==> src/rtl/serial_subtractor_if.sv <==
// Request/result bundle for the bit-serial subtractor.
interface serial_subtractor_if #(
    parameter int unsigned WIDTH = 8
);
    logic             start;
    logic [WIDTH-1:0] x;
    logic [WIDTH-1:0] y;
    logic             z;
    logic             busy;
    logic             done;
    logic [WIDTH-1:0] D;
    logic             B;

    modport master (output start, x, y, z, input busy, done, D, B);
    modport slave  (input start, x, y, z, output busy, done, D, B);
endinterface

==> src/rtl/serial_subtractor.sv <==
// Bit-serial subtractor: one full-subtractor cell iterated LSB-first,
// producing D = x - y - z mod 2^WIDTH and the final borrow B.
module serial_subtractor #(
    parameter int unsigned WIDTH = 8
) (
    input  logic                clk,
    input  logic                rst,
    serial_subtractor_if.slave  bus
);
    localparam int unsigned CW = $clog2(WIDTH + 1);

    typedef enum logic [1:0] {IDLE, SHIFT, DONE} state_t;

    state_t           state_q, state_n;
    logic [WIDTH-1:0] min_q, min_n;
    logic [WIDTH-1:0] sub_q, sub_n;
    logic [WIDTH-1:0] diff_q, diff_n;
    logic [CW-1:0]    cnt_q, cnt_n;
    logic             br_q, br_n;
    logic             bout_q, bout_n;
    logic             busy_q, busy_n;
    logic             done_q, done_n;
    logic             d_bit, bo_bit;

    // The single full-subtractor cell on the operand LSBs
    assign d_bit  = min_q[0] ^ sub_q[0] ^ br_q;
    assign bo_bit = (~min_q[0] & sub_q[0]) | (~(min_q[0] ^ sub_q[0]) & br_q);

    always_ff @(posedge clk or posedge rst) begin
        if (rst) begin
            state_q <= IDLE;
            min_q   <= '0;
            sub_q   <= '0;
            diff_q  <= '0;
            cnt_q   <= '0;
            br_q    <= 1'b0;
            bout_q  <= 1'b0;
            busy_q  <= 1'b0;
            done_q  <= 1'b0;
        end else begin
            state_q <= state_n;
            min_q   <= min_n;
            sub_q   <= sub_n;
            diff_q  <= diff_n;
            cnt_q   <= cnt_n;
            br_q    <= br_n;
            bout_q  <= bout_n;
            busy_q  <= busy_n;
            done_q  <= done_n;
        end
    end

    always_comb begin
        state_n = state_q;
        min_n   = min_q;
        sub_n   = sub_q;
        diff_n  = diff_q;
        cnt_n   = cnt_q;
        br_n    = br_q;
        bout_n  = bout_q;
        unique case (state_q)
            IDLE: begin
                if (bus.start) begin
                    min_n   = bus.x;
                    sub_n   = bus.y;
                    br_n    = bus.z;
                    cnt_n   = '0;
                    diff_n  = '0;
                    state_n = SHIFT;
                end
            end
            SHIFT: begin
                // Result bits enter at the MSB so bit 0 ends up at position 0
                diff_n = (diff_q >> 1) | (WIDTH'(d_bit) << (WIDTH - 1));
                min_n  = min_q >> 1;
                sub_n  = sub_q >> 1;
                br_n   = bo_bit;
                cnt_n  = cnt_q + CW'(1);
                if (cnt_q == CW'(WIDTH - 1)) begin
                    bout_n  = bo_bit;
                    state_n = DONE;
                end
            end
            DONE:    state_n = IDLE;
            default: state_n = IDLE;
        endcase
        busy_n = (state_n == SHIFT);
        done_n = (state_n == DONE);
    end

    assign bus.busy = busy_q;
    assign bus.done = done_q;
    assign bus.D    = diff_q;
    assign bus.B    = bout_q;
endmodule

==> src/flat_wrapper.sv <==
// flat-port wrapper written by rule: the top's interface ports become plain ports
module serial_subtractor_flat 
#(
    parameter int unsigned WIDTH = 8
)
  (clk, rst, bus_start, bus_x, bus_y, bus_z, bus_busy, bus_done, bus_D, bus_B);
  serial_subtractor_if #(.WIDTH(WIDTH)) bus_i ();
  input  logic clk;
  input  logic rst;
  input wire logic [$bits(bus_i.start)-1:0] bus_start;
  input wire logic [$bits(bus_i.x)-1:0] bus_x;
  input wire logic [$bits(bus_i.y)-1:0] bus_y;
  input wire logic [$bits(bus_i.z)-1:0] bus_z;
  output wire logic [$bits(bus_i.busy)-1:0] bus_busy;
  output wire logic [$bits(bus_i.done)-1:0] bus_done;
  output wire logic [$bits(bus_i.D)-1:0] bus_D;
  output wire logic [$bits(bus_i.B)-1:0] bus_B;
  assign bus_i.start = bus_start;
  assign bus_i.x = bus_x;
  assign bus_i.y = bus_y;
  assign bus_i.z = bus_z;
  assign bus_busy = bus_i.busy;
  assign bus_done = bus_i.done;
  assign bus_D = bus_i.D;
  assign bus_B = bus_i.B;
  serial_subtractor #(.WIDTH(WIDTH)) u_core (.clk(clk), .rst(rst), .bus(bus_i));
endmodule
==> config.mk <==
export PLATFORM = sky130hd
export DESIGN_NAME = serial_subtractor_flat
export DESIGN_NICKNAME = d
export VERILOG_FILES = /design/src/rtl/serial_subtractor_if.sv /design/src/rtl/serial_subtractor.sv /design/src/flat_wrapper.sv
export SDC_FILE = /design/constraint.sdc
export NUM_CORES = 1
export LEC_CHECK = 0
export CORE_ASPECT_RATIO = 0.9
export CORE_MARGIN = 3
export CORE_UTILIZATION = 53
export CTS_BUF_LIST = sky130_fd_sc_hd__clkbuf_16
export DETAILED_ROUTE_END_ITERATION = 12
export PLACE_DENSITY = 0.83
export RECOVER_POWER = 25
export SYNTH_ARGS = -nofsm -noshare
export SYNTH_HDL_FRONTEND = slang
export SYNTH_SLANG_ARGS = --single-unit
==> constraint.sdc <==
create_clock -name clk -period 2.51 [get_ports clk]
set_input_delay 0.3765 -clock clk [delete_from_list [all_inputs] [get_ports clk]]
set_output_delay 0.3765 -clock clk [all_outputs]
set_load 0.01 [all_outputs]
==> qor.txt, run 1 <==
critical path, cell by cell - and2b_1 -> nor3b_2 -> mux2i_1
GRT Total Usage - 20.59%
starting density of the core - 57.39%
share of layout cells above drive strength 1 - 7.643%
worst reg-to-reg path cell count - 3
Routed Antenna Nets - 0
maximum fanout along the worst path - 20
Ports - 31
CP Class - register to register
Synth Net Count - 147
worst relative slew slack - 56.16%
antenna violations before repair - 0
CTS H-Tree Depth - 2
# clock sinks - 34
TritonCTS clock tree - done
Max-cap violations - 0
clock latency on the worst-skew pair - 0.27 ns
area leader, netlist - dfrtp_1
worst slack at placement - 0.7406 ns
fill count - 169
Die H - 55.67 um
Post-Syn Instances - 125
First DRT Iteration DRCs - 53
Yosys cell types - 27
power per cell area - 1157 mW/mm^2
CTS resizes - 0
R2R Path End - u_core.bus.B$_DFFE_PP0P_
core area - 0.002531 sq mm
die width - 61.19 um
Critical Path Sink Type - register
synthesized area - 0.001453 sq mm
DR pass1 iterations - 4
leak pwr - 0.0008254 uW
Final #Nets - 178
setup TNS - 0 ns
Synth area leaders - dfrtp_1 (59%), a22oi_1 (7.2%), a22o_1 (7.2%), nand2_1 (3.9%), o21ai_0 (3.1%)
WL final - 2912 um
vias in the first global route - 1100
Critical Path RT - 2.71 ns
Setup Fix Bufs, Post-CTS - 0
drc violations - 0
DPL Wire Length - 1857 um
Synth Register Bits - 34
Max VDD drop - 0.0005956 V
PnR worst setup slack - 0.7825 ns
first-pass GRT wire length - 5043 um
RSZ-0062 raised after global routing - false
post-route minimum period - 1.728 ns
worst-case clock skew - 0.003391 ns
worst setup path end - u_core.bus.B$_DFFE_PP0P_
Synth Warn # - 0
critical path startpoint category - register
final hold violations - 0
Final period util - 68.83%
grt ovf - 0
gpl congestion - 0.7416
row count - 17
sequential-to-total area share from yosys stat - 58.57%
CP max stage cell - dfrtp_1
hold buffers post-CTS - 0
Worst R2R Setup Slack - 0.78 ns
CTS buffer count - 5
Worst R2R Start - u_core.state_q[1]$_DFF_PP0_
critical path arrival - 1.93 ns
Avg Cell Area, Syn - 11.62 sq um
full die area - 0.003406 sq mm
CTS max path bufs - 2
Root Buffer - clkbuf_16
pin count of the biggest net entering global routing - 35
Vias - 1093
clk slew on worst S/H paths - 0.05 ns
port bufs - 30
final setup vio count - 0
Antenna diodes - 0
crit path from - u_core.state_q[1]$_DFF_PP0_
status - finished clean
per-cell routed wire length - 15.74 um
Least-Margin Pin Slew - 0.6559 ns
area delta synth->final - 29.89%
Vias/cell - 5.908
hold crit path type - register to register
Final Max Tran Viols - 0
Synth top area share - 58.57%
Max Fclk - 578.9 MHz
Worst path max stage delay - 0.59 ns
[cell usage in the layout (no fill, tap or decap), types with 2 or more instances in the layout]
cell type | netlist | routed
buf_4 | 2 | 3
o21ai_0 | 9 | 9
dfrtp_1 | 34 | 34
inv_1 | 4 | 5
nor2_1 | 3 | 3
a21oi_1 | 3 | 3
nand2_1 | 15 | 15
nor2b_1 | 3 | 3
mux2i_1 | 2 | 2
o22ai_1 | 2 | 2
clkbuf_16 | 0 | 5
o21ai_1 | 4 | 4
a22oi_1 | 14 | 14
clkdlybuf4s50_1 | 0 | 29
a22o_1 | 12 | 12
[final cells by class]
| cell class | count | area, sq um | area share, % |
|---|---|---|---|
| sequential | 34 | 850.8 | 45.09 |
| multi-input combinational | 78 | 525.5 | 27.85 |
| timing repair buffer | 33 | 322.8 | 17.11 |
| clock buffer | 5 | 125.1 | 6.631 |
| tap | 28 | 35.03 | 1.857 |
| inverter | 4 | 15.01 | 0.7958 |
| clock inverter | 3 | 12.51 | 0.6631 |
[where the power goes]
| part | total, uW | internal [uW] | leakage, uW | switching (uW) |
|---|---|---|---|---|
| Combinational | 717 | 387 | 0.000317 | 329 |
| Clock | 564 | 358 | 0.0000724 | 207 |
| Sequential | 903 | 748 | 0.000436 | 155 |
| Total | 2180 | 1490 | 0.000825 | 691 |
[stage by stage]
stage / total power [uW] / area [sq um] / util, % / hold slack (ns) / instances
final: 2184 / 1887 / 74.54 / 0.4888 / 185
after global routing: 2340 / 1887 / 74.54 / 0.5255 / 185
after CTS: 2204 / 1887 / 74.54 / 0.4878 / 185
after detailed placement: 1618 / 1749 / 69.11 / 0.4708 / 177
after global placement: 1578 / 1749 / 69.11 / 0.4611 / 177
after floorplan: 1365 / 1453 / - / 0.4490 / 125
[layer usage]
| metal | wire, um | global-route usage [%] | up-vias |
|---|---|---|---|
| met5 | 0 | 0 | - |
| met4 | 55 | 10.53 | 0 |
| met3 | 136 | 8.353 | 6 |
| met2 | 1517 | 31.12 | 35 |
| met1 | 1202 | 24.70 | 535 |
| li1 | - | - | 517 |
[synthesized netlist by cell type (all sizes together)]
library cell and instances:
nand2b 1, o21bai 1, inv 4, fa 1, nor2b 3, a22o 12
mux2 1, dfrtp 34, o22ai 2, mux2i 2, clkbuf 1, nor3b 2
a31oi 1, a41oi 1, ha 1, buf 8, nand3 1, nor2 3
nand2 15, o21ai 13, a22oi 14, a21oi 3, and2b 1
[flip-flops by register name, indices dropped and copies added, names as in the netlist, 2 cells and up]
signal	flops
u_core.state_q	2
u_core.bus.D	8
u_core.min_q	8
u_core.cnt_q	4
u_core.sub_q	8
[how the worst min path moves through the flow]
stage | start | to | slack [ns] | depth (start not counted)
6_report | u_core.min_q[6]$_DFFE_PP0P_ | u_core.min_q[6]$_DFFE_PP0P_ | 0.49 | 2
2_1_floorplan | u_core.min_q[1]$_DFFE_PP0P_ | u_core.min_q[1]$_DFFE_PP0P_ | 0.45 | 2
3_3_place_gp | u_core.sub_q[1]$_DFFE_PP0P_ | u_core.sub_q[1]$_DFFE_PP0P_ | 0.46 | 2
5_1_grt | u_core.bus.D[0]$_DFFE_PP0P_ | u_core.bus.D[0]$_DFFE_PP0P_ | 0.53 | 1
4_1_cts | u_core.min_q[4]$_DFFE_PP0P_ | u_core.min_q[4]$_DFFE_PP0P_ | 0.49 | 2
3_5_place_dp | u_core.sub_q[1]$_DFFE_PP0P_ | u_core.sub_q[1]$_DFFE_PP0P_ | 0.47 | 2
[critical path: cells and delay by family, from the launching register on]
kind          cells  cell delay [ns]
flops             1             0.59
mux               1             0.20
simple gates      2             0.85
[logic make-up after synthesis]
group | count (synthesis) | synth area share [%]
buffers and inverters | 13 | 5.253
adder cells (fa/ha/maj) | 2 | 2.239
flip-flops | 34 | 58.57
AO/OA/AOI/OAI | 47 | 23.17
multiplexers | 3 | 2.153
AND/OR/NAND/NOR | 26 | 8.613
Power figures use the tool's default switching activity.
==> run 2, diff against run 1 <==
- CORE_UTILIZATION: 53 -> 49
- PLACE_DENSITY: 0.83 -> 0.77
- clock period: 2.51 -> 1.59 ns (I/O delays scaled with it)
==> qor.txt, run 2 (synthesis gave the netlist of run 1 again) <==
antenna violations before repair - 0 (unchanged)
setup TNS - 0 ns (unchanged)
maximum fanout along the worst path - 3 (-85%)
most common cell after layout, fill and taps aside - dfrtp_1
CTS H-Tree Depth - 2 (unchanged)
Ports - 31 (unchanged)
Max-cap violations - 0 (unchanged)
Antenna diodes - 0 (unchanged)
hold crit path type - register to register
Worst R2R Start - u_core.state_q[1]$_DFF_PP0_
Multi-input gate area - 525.5 sq um (unchanged)
core area - 0.002793 sq mm (+10%)
CP max stage cell - clkdlybuf4s50_1
Die H - 57.66 um (+3.6%)
Final Util - 69.09% (-5.5 points)
CTS buffer count - 5 (unchanged)
CTS resizes - 0 (unchanged)
clk slew on worst S/H paths - 0.05 ns (about the same)
final hold slack - 0.4869 ns (-0.001856 ns)
starting density of the core - 52.02% (-5.4 points)
critical path, cell by cell - clkdlybuf4s50_1
die width - 63.40 um (+3.6%)
Vias/cell - 5.467 (-7.5%)
GRT Total Usage - 18.25% (-2.3 points)
Critical Path RT - 1.35 ns (-1.36 ns)
critical path startpoint category - register
clock latency on the worst-skew pair - 0.27 ns (about the same)
TritonCTS clock tree - done
Vias - 1088 (-0.46%)
Critical Path Sink Type - output port
WL final - 2909 um (-0.10%)
Setup Fix Bufs, Post-CTS - 0 (unchanged)
pin count of the biggest net entering global routing - 35 (unchanged)
RSZ-0062 raised after global routing - false
CTS max path bufs - 2 (unchanged)
port bufs - 30 (unchanged)
drc violations - 0 (unchanged)
Bufs and invs on worst path - 1 (+1)
Largest delay share family, worst path - buffers and inverters
power per cell area - 1798 mW/mm^2 (+55%)
Final #Nets - 181 (+1.7%)
R2R Path End - u_core.bus.B$_DFFE_PP0P_
worst relative slew slack - 45.72% (-10 points)
full die area - 0.003655 sq mm (+7.3%)
area delta synth->final - 32.82%
Placed Instances - 192 (+8.5%)
Non-Filler Instances - 199 (+7.6%)
Critical Path Stages - 1 (-2)
DPL Wire Length - 1937 um (+4.3%)
Design Power - 3469 uW (+59%)
worst setup path end - bus_D[3]
Max Fclk - 697.4 MHz
worst-case clock skew - 0.003479 ns (+0.00008796 ns)
final setup vio count - 0 (unchanged)
Final Max Tran Viols - 0 (unchanged)
critical path arrival - 1.20 ns (-0.73 ns)
DR pass1 iterations - 4 (unchanged)
Least-Margin Pin Slew - 0.8142 ns (+0.1582 ns)
first-pass GRT wire length - 5009 um (-0.67%)
Routed Antenna Nets - 0 (unchanged)
register area - 850.8 sq um (unchanged)
grt ovf - 0 (unchanged)
Final period util - 90.19%
most frequent cells in the layout - dfrtp_1 (34), clkdlybuf4s50_1 (29), nand2_1 (15)
share of layout cells above drive strength 1 - 8.805% (+1.2 points)
vias in the first global route - 1104 (+0.36%)
hold buffers post-CTS - 0 (unchanged)
Root Buffer - clkbuf_16
per-cell routed wire length - 14.62 um (-7.1%)
Worst path max stage delay - 0.55 ns (-0.04 ns)
Worst R2R Setup Slack - 0.29 ns (-0.49 ns)
status - finished clean
# clock sinks - 34 (unchanged)
CP Class - register to output port
First DRT Iteration DRCs - 89 (+68%)
gpl congestion - 0.8108 (+9.3%)
worst reg-to-reg path cell count - 3 (unchanged)
leak pwr - 0.0008428 uW (+2.1%)
post-route minimum period - 1.434 ns
Max VDD drop - 0.0009381 V (+58%)
crit path from - u_core.bus.D[3]$_DFFE_PP0P_
fill count - 230 (+36%)
row count - 18 (+1)
final hold violations - 0 (unchanged)
==> run 2: worst min-delay path by stage <==
| stage | start | end | cells past startpoint |
|---|---|---|---|
| floorplan | bus_x[7] | u_core.min_q[7]$_DFFE_PP0P_ | 1 |
| global placement | u_core.sub_q[2]$_DFFE_PP0P_ | u_core.sub_q[2]$_DFFE_PP0P_ | 2 |
| detailed placement | u_core.sub_q[1]$_DFFE_PP0P_ | u_core.sub_q[1]$_DFFE_PP0P_ | 2 |
| CTS | rst | u_core.sub_q[6]$_DFFE_PP0P_ | 3 |
| global route | u_core.sub_q[2]$_DFFE_PP0P_ | u_core.sub_q[2]$_DFFE_PP0P_ | 2 |
| finish | u_core.sub_q[1]$_DFFE_PP0P_ | u_core.sub_q[1]$_DFFE_PP0P_ | 2 |
==> run 2: routing by layer <==
metal,vias to the layer above,track usage (%),routed length (um)
met5,-,0,0
met4,0,10.15,50
met3,5,4.845,178
met2,36,29.32,1434
met1,531,22.70,1246
li1,516,-,-
==> run 2: area by class of cell <==
type	count	area share [%]
clock inverter	2	0.3891
clock buffer	5	6.485
tap	40	2.594
multi-input combinational	78	27.24
timing repair buffer	36	18.42
inverter	4	0.7782
sequential	34	44.10
==> run 2: power breakdown <==
part	internal [uW]	switching, uW
registers	1180	233
logic	659	529
clock network	557	309
total	2400	1070
==> run 2: through the flow <==
step	cell area, sq um	setup WS (ns)
2_1_floorplan	1453	0.4152
3_5_place_dp	1799	0.01096
4_1_cts	1932	0.1416
3_3_place_gp	1799	0.06810
6_report	1929	0.1560
5_1_grt	1929	0.09870
==> run 3, diff against run 2 <==
- CAP_MARGIN: default -> 20
- CORE_ASPECT_RATIO: 0.9 -> default
==> qor.txt, run 3 (synthesis gave the netlist of run 1 again) <==
CTS buffer count - 5 (unchanged)
final setup vio count - 0 (unchanged)
Final #Nets - 182 (+0.55%)
DR pass1 iterations - 4 (unchanged)
Worst R2R Setup Slack - 0.25 ns (-0.04 ns)
Bufs and invs on worst path - 1 (unchanged)
power per cell area - 1810 mW/mm^2 (+0.65%)
port bufs - 30 (unchanged)
Max Fclk - 698.6 MHz (+0.18%)
starting density of the core - 52.23% (+0.21 points)
final hold violations - 0 (unchanged)
area delta synth->final - 32.90% (about the same)
Critical Path Stages - 1 (unchanged)
WL final - 2941 um (+1.1%)
row count - 19 (+1)
Vias - 1080 (-0.74%)
CTS resizes - 0 (unchanged)
Max-cap violations - 0 (unchanged)
Final Max Tran Viols - 0 (unchanged)
hold buffers post-CTS - 0 (unchanged)
worst slack at placement - 0.01139 ns (+0.0004270 ns)
status - finished clean
Max VDD drop - 0.001682 V (+79%)
CP max stage cell - clkdlybuf4s50_1
critical path startpoint category - register
clock latency on the worst-skew pair - 0.27 ns (about the same)
worst reg-to-reg path cell count - 4 (+1)
worst-case clock skew - 0.002477 ns (-0.001002 ns)
Die H - 60.45 um (+4.8%)
grt ovf - 0 (unchanged)
R2R Path End - u_core.cnt_q[3]$_DFFE_PP0P_
post-route minimum period - 1.431 ns (-0.002609 ns)
Critical Path Sink Type - output port
Vias/cell - 5.625 (+2.9%)
Largest delay share family, worst path - buffers and inverters
Setup Fix Bufs, Post-CTS - 0 (unchanged)
CTS H-Tree Depth - 2 (unchanged)
Final period util - 90.02% (-0.16 points)
setup TNS - 0 ns (unchanged)
CP Class - register to output port
Routed Antenna Nets - 0 (unchanged)
TritonCTS clock tree - done
PnR worst setup slack - 0.1587 ns (+0.002609 ns)
GRT Total Usage - 18.06% (-0.19 points)
worst hold start - u_core.min_q[1]$_DFFE_PP0P_
gpl congestion - 0.7692 (-5.1%)
DPL Wire Length - 2103 um (+8.6%)
antenna violations before repair - 0 (unchanged)
core area - 0.002781 sq mm (-0.40%)
critical path, cell by cell - clkdlybuf4s50_1
CTS max path bufs - 2 (unchanged)
critical path arrival - 1.19 ns (about the same)
most frequent cells in the layout - dfrtp_1 (34), clkdlybuf4s50_1 (29), nand2_1 (15)
leak pwr - 0.0008483 uW (+0.65%)
most common cell after layout, fill and taps aside - dfrtp_1
share of layout cells above drive strength 1 - 9.938% (+1.1 points)
First DRT Iteration DRCs - 23 (-74%)
# clock sinks - 34 (unchanged)
Worst R2R Start - u_core.state_q[1]$_DFF_PP0_
hold crit path type - register to register
worst setup path end - bus_D[3]
drc violations - 0 (unchanged)
first-pass GRT wire length - 4836 um (-3.5%)
clk slew on worst S/H paths - 0.05 ns (about the same)
Antenna diodes - 0 (unchanged)
Root Buffer - clkbuf_16
RSZ-0062 raised after global routing - false
die width - 60.45 um (-4.7%)
Critical Path RT - 1.35 ns (about the same)
worst relative slew slack - 45.79% (+0.067 points)
vias in the first global route - 1097 (-0.63%)
Least-Margin Pin Slew - 0.8131 ns (-0.001011 ns)
per-cell routed wire length - 15.32 um (+4.8%)
maximum fanout along the worst path - 3 (unchanged)
Worst path max stage delay - 0.55 ns (about the same)
pin count of the biggest net entering global routing - 35 (unchanged)
fill count - 226 (-1.7%)
crit path from - u_core.bus.D[3]$_DFFE_PP0P_
Ports - 31 (unchanged)
full die area - 0.003654 sq mm (about the same)
## run 3: worst min path at each step
stage / cells after the start / slack, ns / to
after detailed placement: 2 / 0.47 / u_core.sub_q[1]$_DFFE_PP0P_
after global routing: 1 / 0.52 / u_core.sub_q[7]$_DFFE_PP0P_
final: 2 / 0.49 / u_core.min_q[1]$_DFFE_PP0P_
after CTS: 3 / 0.38 / u_core.bus.D[1]$_DFFE_PP0P_
after floorplan: 1 / 0.37 / u_core.min_q[7]$_DFFE_PP0P_
after global placement: 2 / 0.47 / u_core.min_q[1]$_DFFE_PP0P_
## run 3: through the flow
step | instance area [sq um] | hold WS, ns | instances | power, uW | util [%]
after detailed placement | 1795 | 0.4738 | 184 | 2641 | 64.55
after floorplan | 1453 | 0.3710 | 125 | 2155 | -
after global routing | 1931 | 0.5177 | 192 | 3721 | 69.41
final | 1931 | 0.4862 | 192 | 3494 | 69.41
after global placement | 1795 | 0.4669 | 184 | 2569 | 64.55
after CTS | 1933 | 0.3754 | 192 | 3535 | 69.50
## run 3: routing by layer
layer,global-route usage [%],wire (um),vias up
met4,6.502,31,0
met1,21.35,1231,528
met2,30.86,1495,29
met3,5.957,183,5
met5,0,0,-
li1,-,-,518
## run 3: final cells by class
cell class              count  area, sq um  share of cell area (%)
repair buffers             37        362.8                   18.79
multi-input cells          78        525.5                   27.22
clock inverters             3        12.51                  0.6481
clock buffers               5        125.1                   6.481
inverters                   4        15.01                  0.7777
well taps                  31        38.79                   2.009
flip-flops and latches     34        850.8                   44.07
## run 3: worst register-to-register path, delay by kind of cell, from the launching register on
family	cells	cell delay (ns)
simple gates	1	0.25
buf+inv	1	0.17
compound gates	2	0.28
flops	1	0.51
## run 3: power by group
group	internal (uW)	leakage [uW]	switching [uW]
Combinational	661	0.000340	530
Sequential	1180	0.000436	246
Clock	564	0.0000724	312
Total	2410	0.000848	1090
